`src/rtl/face_fetch_ctrl.sv`:
```
// Streams one frame of faces from object memory to the GPU pipeline through a
// 2-entry credit-managed output FIFO, with in-order addressing and abort support.
module face_fetch_ctrl #(
  parameter int unsigned FACES  = 92,
  parameter int unsigned ADDR_W = 7,
  parameter int unsigned FACE_W = 288
) (
  input  logic              clk,
  input  logic              reset,
  input  logic              start,
  input  logic              abort,
  output logic              busy,
  output logic              frame_done,
  output logic [ADDR_W-1:0] mem_addr,
  input  logic [FACE_W-1:0] mem_data,
  output logic [FACE_W-1:0] face,
  output logic [ADDR_W-1:0] face_idx,
  output logic              face_valid,
  input  logic              face_ready,
  output logic              face_last
);

  localparam logic [ADDR_W:0] LastCnt = (ADDR_W+1)'(FACES - 1);

  typedef enum logic [1:0] {StIdle, StFetch, StDrain} state_e;

  state_e              state_q, state_d;
  logic [ADDR_W:0]     issue_cnt_q, issue_cnt_d;
  logic [ADDR_W:0]     out_cnt_q, out_cnt_d;
  logic [ADDR_W-1:0]   mem_addr_q, mem_addr_d;
  logic                inflight_q, inflight_d;
  logic [ADDR_W-1:0]   infl_idx_q, infl_idx_d;
  logic                done_q, done_d;
  logic [1:0]          count_q, count_d;
  logic                wr_ptr_q, wr_ptr_d;
  logic                rd_ptr_q, rd_ptr_d;
  logic                fifo_we;
  logic [FACE_W-1:0]   fifo_data_q [2];
  logic [ADDR_W-1:0]   fifo_idx_q  [2];

  logic pop;
  logic push;
  logic credit;
  logic issue;

  assign face_valid = (count_q != 2'd0);
  assign pop        = face_valid && face_ready;
  assign push       = inflight_q;
  // Occupancy the FIFO will reach once the read in flight lands, net of this cycle's pop.
  assign credit     = ({1'b0, count_q} + {2'b0, inflight_q} - {2'b0, pop}) < 3'd2;
  assign issue      = (state_q == StFetch) && credit;

  always_comb begin
    state_d     = state_q;
    issue_cnt_d = issue_cnt_q;
    out_cnt_d   = out_cnt_q;
    mem_addr_d  = mem_addr_q;
    inflight_d  = issue;
    infl_idx_d  = mem_addr_q;
    done_d      = 1'b0;
    wr_ptr_d    = wr_ptr_q;
    rd_ptr_d    = rd_ptr_q;
    fifo_we     = 1'b0;

    case (state_q)
      StIdle: begin
        if (start) begin
          state_d     = StFetch;
          issue_cnt_d = '0;
          out_cnt_d   = '0;
          mem_addr_d  = '0;
        end
      end
      StFetch: begin
        if (issue) begin
          issue_cnt_d = issue_cnt_q + 1'b1;
          if (issue_cnt_q == LastCnt) begin
            state_d = StDrain;
          end else begin
            mem_addr_d = mem_addr_q + 1'b1;
          end
        end
      end
      StDrain: begin
      end
      default: state_d = StIdle;
    endcase

    if (push) begin
      fifo_we  = 1'b1;
      wr_ptr_d = ~wr_ptr_q;
    end
    if (pop) begin
      rd_ptr_d  = ~rd_ptr_q;
      out_cnt_d = out_cnt_q + 1'b1;
      if (face_last) begin
        state_d = StIdle;
        done_d  = 1'b1;
      end
    end
    count_d = count_q + {1'b0, push} - {1'b0, pop};

    // Abort cancels everything, including a start in the same cycle.
    if (abort) begin
      state_d     = StIdle;
      issue_cnt_d = '0;
      out_cnt_d   = '0;
      mem_addr_d  = mem_addr_q;
      inflight_d  = 1'b0;
      done_d      = 1'b0;
      count_d     = 2'd0;
      wr_ptr_d    = 1'b0;
      rd_ptr_d    = 1'b0;
      fifo_we     = 1'b0;
    end
  end

  always_ff @(posedge clk) begin
    if (reset) begin
      state_q     <= StIdle;
      issue_cnt_q <= '0;
      out_cnt_q   <= '0;
      mem_addr_q  <= '0;
      inflight_q  <= 1'b0;
      infl_idx_q  <= '0;
      done_q      <= 1'b0;
      count_q     <= 2'd0;
      wr_ptr_q    <= 1'b0;
      rd_ptr_q    <= 1'b0;
    end else begin
      state_q     <= state_d;
      issue_cnt_q <= issue_cnt_d;
      out_cnt_q   <= out_cnt_d;
      mem_addr_q  <= mem_addr_d;
      inflight_q  <= inflight_d;
      infl_idx_q  <= infl_idx_d;
      done_q      <= done_d;
      count_q     <= count_d;
      wr_ptr_q    <= wr_ptr_d;
      rd_ptr_q    <= rd_ptr_d;
    end
  end

  // Payload storage needs no reset: outputs are gated by face_valid.
  always_ff @(posedge clk) begin
    if (fifo_we) begin
      fifo_data_q[wr_ptr_q] <= mem_data;
      fifo_idx_q[wr_ptr_q]  <= infl_idx_q;
    end
  end

  assign busy       = (state_q != StIdle);
  assign frame_done = done_q;
  assign mem_addr   = mem_addr_q;
  assign face       = face_valid ? fifo_data_q[rd_ptr_q] : '0;
  assign face_idx   = face_valid ? fifo_idx_q[rd_ptr_q] : '0;
  assign face_last  = face_valid && (out_cnt_q == LastCnt);

endmodule
```
`config.mk`:
```
export PLATFORM = sky130hd
export DESIGN_NAME = face_fetch_ctrl
export DESIGN_NICKNAME = d
export VERILOG_FILES = /design/src/rtl/face_fetch_ctrl.sv
export SDC_FILE = /design/constraint.sdc
export NUM_CORES = 1
export LEC_CHECK = 0
export ABC_AREA = 1
export BUFFER_PORTS_ARGS = -buffer_cell sky130_fd_sc_hd__buf_2
export CORE_AREA = 2 2 233 235
export DETAILED_ROUTE_END_ITERATION = 10
export DIE_AREA = 0 0 235 237
export PLACE_DENSITY = 0.73
export SYNTH_ARGS = -nofsm -noshare
export SYNTH_HDL_FRONTEND = slang
export SYNTH_SLANG_ARGS = --single-unit
export TNS_END_PERCENT = 50
```
`constraint.sdc`:
```
create_clock -name clk -period 20.7 [get_ports clk]
set_input_delay 1.035 -clock clk [delete_from_list [all_inputs] [get_ports clk]]
set_output_delay 1.035 -clock clk [all_outputs]
set_load 0.01 [all_outputs]
```
Word level (Yosys, flattened, before mapping)
Memories as Yosys holds them, arrays and structs flattened. A register that Yosys moved wholly into a read port is not among the register bits.
Cells that the tools add are included.
{ "totals": {"wordCells": 71, "mem_count": 2, "output_inout_bits": 306, "reg_bits": 38, "ram_bits": 590, "input_bits": 293} }
{ "mem_list": {"columns": ["name", "depth", "width", "read_ports", "rd_ports_with_merged_regs", "write_ports", "line_no", "source"], "rows": [
  ["fifo_data_q", 2, 288, 1, 1, 1, "38", "logic [FACE_W-1:0] fifo_data_q [2];"],
  ["fifo_idx_q", 2, 7, 1, 1, 1, "39", "logic [ADDR_W-1:0] fifo_idx_q [2];"]
]} }
{ "op_classes": {"bitwise_logic": 4, "reduce_logical": 14, "add_sub_neg": 7, "mux": 26, "n_eq_ne": 7, "order_cmp": 1} }
{ "op_table": {"columns": ["cell", "n"], "rows": [
  ["$mux W288", 1],
  ["$mux W8", 4],
  ["$mux W7", 4],
  ["$add A8 B1 Y8 const B", 2],
  ["$eq A8 B7 Y1 const B", 2],
  ["$pmux W8 S2", 1],
  ["$pmux W7 S2", 1],
  ["$mux W2", 5],
  ["$reduce_bool A2 Y1", 5],
  ["$mux W1", 9],
  ["$add A7 B1 Y7 const B", 1],
  ["$ne A2 B2 Y1 const B", 3],
  ["$pmux W2 S3", 1],
  ["$reduce_and A5 Y1", 1],
  ["$not A1 Y1", 4],
  ["$add A2 B1 Y3", 1],
  ["$logic_and A1 B1 Y1", 3],
  ["$lt A3 B2 Y1 const B", 1],
  ["$reduce_and A3 Y1", 1],
  ["$reduce_or A3 Y1", 1],
  ["$sub A3 B1 Y3", 1],
  ["$add A2 B1 Y2", 1],
  ["$eq A2 B1 Y1 const B", 1],
  ["$eq A2 B2 Y1 const B", 1],
  ["other kinds (4)", 4]
]} }

Logic depth before layout (Yosys ltp)
{ "depth": {"ltp_word": 9, "mapped_depth": 17, "depth_no_buf": 17} }

Least setup slack after synthesis
Ideal clock, no wire load.
{ "synth_path": {"path_kind": "in2reg", "start": "in abort", "end": "mem fifo_data_q[1][0] (enable)", "path_buffers": 0, "setup_slack_ps": -1888, "setup_time_ps": 1317, "t_required_ps": 19383, "arrival_time_ps": 21270, "stages": 1, "cell_sequence": "nor3_1"} }
{ "synth_between": {"elab_chain_len": 3} }
{ "synth_rtl": {"columns": ["item", "line_no", "source"], "rows": [
  ["start, declared", "11", "input logic abort,"],
  ["$mux W1", "104", "if (abort) begin"],
  ["$mux W1", "146", "if (fifo_we) begin"],
  ["$mux W1 (not written as such)", "147", "fifo_data_q[wr_ptr_q] <= mem_data;"],
  ["end, declared", "38", null]
]} }
Every way passes these cells.

Worst setup path after layout
{ "layout_path": {"start": "reg count_q[1]", "end": "out face[254]"} }
{ "layout_between": {"elab_chain_len": 2} }
{ "layout_rtl": {"columns": ["item", "line_no", "source"], "rows": [
  ["start, declared", "34", "logic [1:0] count_q, count_d;"],
  ["start signal, assigned", "138", "count_q <= count_d;"],
  ["$reduce_bool A2 Y1", "46", "assign face_valid = (count_q != 2'd0);"],
  ["$mux W288", "155", "assign face = face_valid ? fifo_data_q[rd_ptr_q] : '0;"],
  ["end, declared", "16", "output logic [FACE_W-1:0] face,"]
]} }
Every way passes these cells.

==> flow_summary.ini <==
[grt]
overall_routing_resource_usage_pct = 21.36
grt_first_pass_wirelength_um = 91910
grt_max_degree = 172
grt_antenna_before_repair = 14
number_of_global_route_vias_before_repair = 15960
grt_overflow = 0

[setup_path]
critical_path_peak_fanout = 84
endpoint_kind = primary output
cp-start-kind = flip-flop
worstPathRequired_ns = 19.67
setup.worst_path.class = flip-flop to primary output
data_arrival_time_of_the_worst_path_ns = 3.68

[finish]
fraction_of_layout_instances_using_a_drive_strength_above_1_pct = 29.57
design.final.nets = 2717
postLayoutCoreUtil_pct = 55.16
areaGrowthSynthToFinish_pct = 23.73
instances_no_fill = 3177

[place]
placed_cells = 3046
hpwl_detailed_um = 40710
buffers_added_on_ports = 598
place.gp.congestion = 0.9104

[floorplan]
placement_rows = 85
die_area_um2 = 55700
die_width_um = 235
initial_core_util_pct = 44.58
die_height_um = 237
core_region_area_um2 = 53280
floorplan.io_pins = 599

[clock_tree]
clock_path_buffers = 3
cts.sink_count = 629
cts_repair_resizes = 0
post-cts-setup-buffers = 0
htree_num_levels = 3
cts.reportedPaths.clkPinSlew_ns = 0.07
worstSkewPairLatency_ns = 0.60
cts_tree = built
cts.hold.buffers_added = 0
clockRootBuffer = sky130_fd_sc_hd__clkbuf_16
cts_made_buffers = 67

[timing]
part_of_the_cycle_the_worst_path_needs_pct = 22.75
finalCriticalPeriod_ns = 4.710
tightest_slew_ns = 1.180
setup_viol_count_final = 0
timing.slew.headroom_pct = 21.36
fmax_mhz = 212.3
worst_hold_margin_ns = 0.4295
finClkSkew_ns = 0.02609
final-hold-violation-count = 0
grt_setup_unrepaired = no
drv_slew = 0

[power_and_ir_drop]
power.switching_fraction_pct = 20.18
power_frac_clock_pct = 43.3
peakVddDrop_uv = 92.09
total_power_per_unit_cell_area_nw_per_um2 = 87.85
p_seq_share_pct = 54.1
total_power_uw = 2582
combPwrFrac_pct = 2.5
internal_power_consumption_uw = 2061
total_leakage_power_uw = 0.01172
netSwitchingPower_uw = 521.0

[detailed_routing]
number_of_design_rule_violations_left_after_detail_routing = 0
drt_iter0_markers = 1536
route.detailed.wl_per_inst_um = 19.59
ratio_of_routed_vias_to_standard_cells = 5.180
via_count = 16460
antenna_violating_nets_post_route = 0
routed_wl_um = 62250
firstDrtPassIters = 5

[yosys]
synth_enable_flop_cells = 590
seq_area_frac_synth_pct = 77.88
synth_area_leaders = sky130_fd_sc_hd__edfxtp_1 (75%), sky130_fd_sc_hd__nand2_1 (10%), sky130_fd_sc_hd__a21oi_1 (6.7%)
synth-async-reset-ratio_pct = 0
mappedNetlistNets = 2134
synth.most_common_cell = sky130_fd_sc_hd__nand2_1
netlist.top_cell.by_area = sky130_fd_sc_hd__edfxtp_1
synthFlopType = sky130_fd_sc_hd__edfxtp_1
ys_warn_count = 0
synth_largest_type_area_fraction_pct = 74.59
ys_seq_elements = 629
synth.top_cells.by_count = sky130_fd_sc_hd__nand2_1 (639), sky130_fd_sc_hd__edfxtp_1 (590), sky130_fd_sc_hd__a21oi_1 (317)
yosysUniqueCellTypes = 30
syn_area_per_cell_um2 = 12.94
synth_area_um2 = 23750
postSynthCellCount = 1836

[worst_hold_path]
min-delay-path-class = flip-flop to flip-flop

[flow_run]
drv_cap = 0

[run_status]
status = finished, final reports clean
[stage by stage]
step | setup slack [ns] | TNS (ns) | instance area, um2
after global routing | 15.78 | 0 | 29380
after detailed placement | 16.14 | 0 | 27300
after CTS | 15.93 | 0 | 29360
after floorplan | -1.590 | -468.92 | 23760
final | 15.99 | 0 | 29390
after global placement | 16.13 | 0 | 27300
[kinds of logic after synthesis]
kind of cell	share of synthesized area, %
adders and majority gates	0.2950
buffers and inverters	2.755
and+or+nand+nor	11.92
AOI/OAI and AO/OA	7.048
DFF	77.88
xor gates and xnor gates	0.1106
[flip-flops by register name (all words and copies together), names as in the netlist, named ones only]
register	cells
infl_idx_q	7
inflight_q	1
fifo_idx_q	14
issue_cnt_q	8
out_cnt_q	8
wr_ptr_q	1
fifo_data_q	576
state_q	2
count_q	2
rd_ptr_q	1
mem_addr	7
frame_done	1
[cells in the final DEF, fill, tap and decap left out, drive strengths merged]
cell type / count
ha: 4
edfxtp: 590
clkbuf: 76
nor2: 44
clkinv: 33
clkinvlp: 4
xor2: 3
a21oi: 317
nand3: 20
fa: 1
dfxtp: 39
diode: 12
a22oi: 1
nand4: 4
o21ai: 13
bufinv: 3
nor3: 9
inv: 48
and2: 1
o21bai: 2
nand2: 644
buf: 613
[critical path, cell delays in order, from the launching register on]
cell and delay (ns):
sky130_fd_sc_hd__dfxtp_1 0.36, sky130_fd_sc_hd__nor2_4 0.14, sky130_fd_sc_hd__buf_4 0.55, sky130_fd_sc_hd__buf_4 0.87, sky130_fd_sc_hd__buf_4 0.72, sky130_fd_sc_hd__a21oi_1 0.12
sky130_fd_sc_hd__buf_2 0.19
[final timing paths]
check | start | endpoint | slack, ns | cells after the start
max | count_q[1]$_SDFF_PP0_ | face[254] | 15.99 | 6
min | infl_idx_q[2]$_SDFF_PP0_ | fifo_idx_q[0][2]$_DFFE_PP_ | 0.43 | 0
max reg2reg | inflight_q$_SDFF_PP0_ | fifo_data_q[0][65]$_DFFE_PP_ | 16.83 | 5
min reg2reg | infl_idx_q[2]$_SDFF_PP0_ | fifo_idx_q[0][2]$_DFFE_PP_ | 0.43 | 0
[per-layer routing]
layer  share of wire [%]  vias up  GRT usage, %
li1                    -     7618             -
met1                  38     7997         26.70
met2                  51      719         36.18
met3                 7.3      118         4.850
met4                 3.0        6         8.496
met5               0.066        -             0
[power groups by stage]
stage               combinational, uW  sequential (uW)  clock [uW]
floorplan                        18.4             1430           0
global placement                 61.2             1420           0
detailed placement               65.2             1420           0
CTS                              65.5             1400        1150
global route                     71.6             1400        1200
finish                           65.7             1400        1120
[final cells by class]
| class | count | area (um2) |
|---|---|---|
| clock buffers | 76 | 1720 |
| flip-flops and latches | 629 | 18500 |
| inverters | 45 | 181.4 |
| diodes | 12 | 30.03 |
| repair buffers | 613 | 3131 |
| fillers | 4385 | 23890 |
| clock inverters | 43 | 337.8 |
| well taps | 696 | 870.8 |
| multi-input cells | 1063 | 4617 |
No activity file was read; power rests on OpenSTA's default activity.
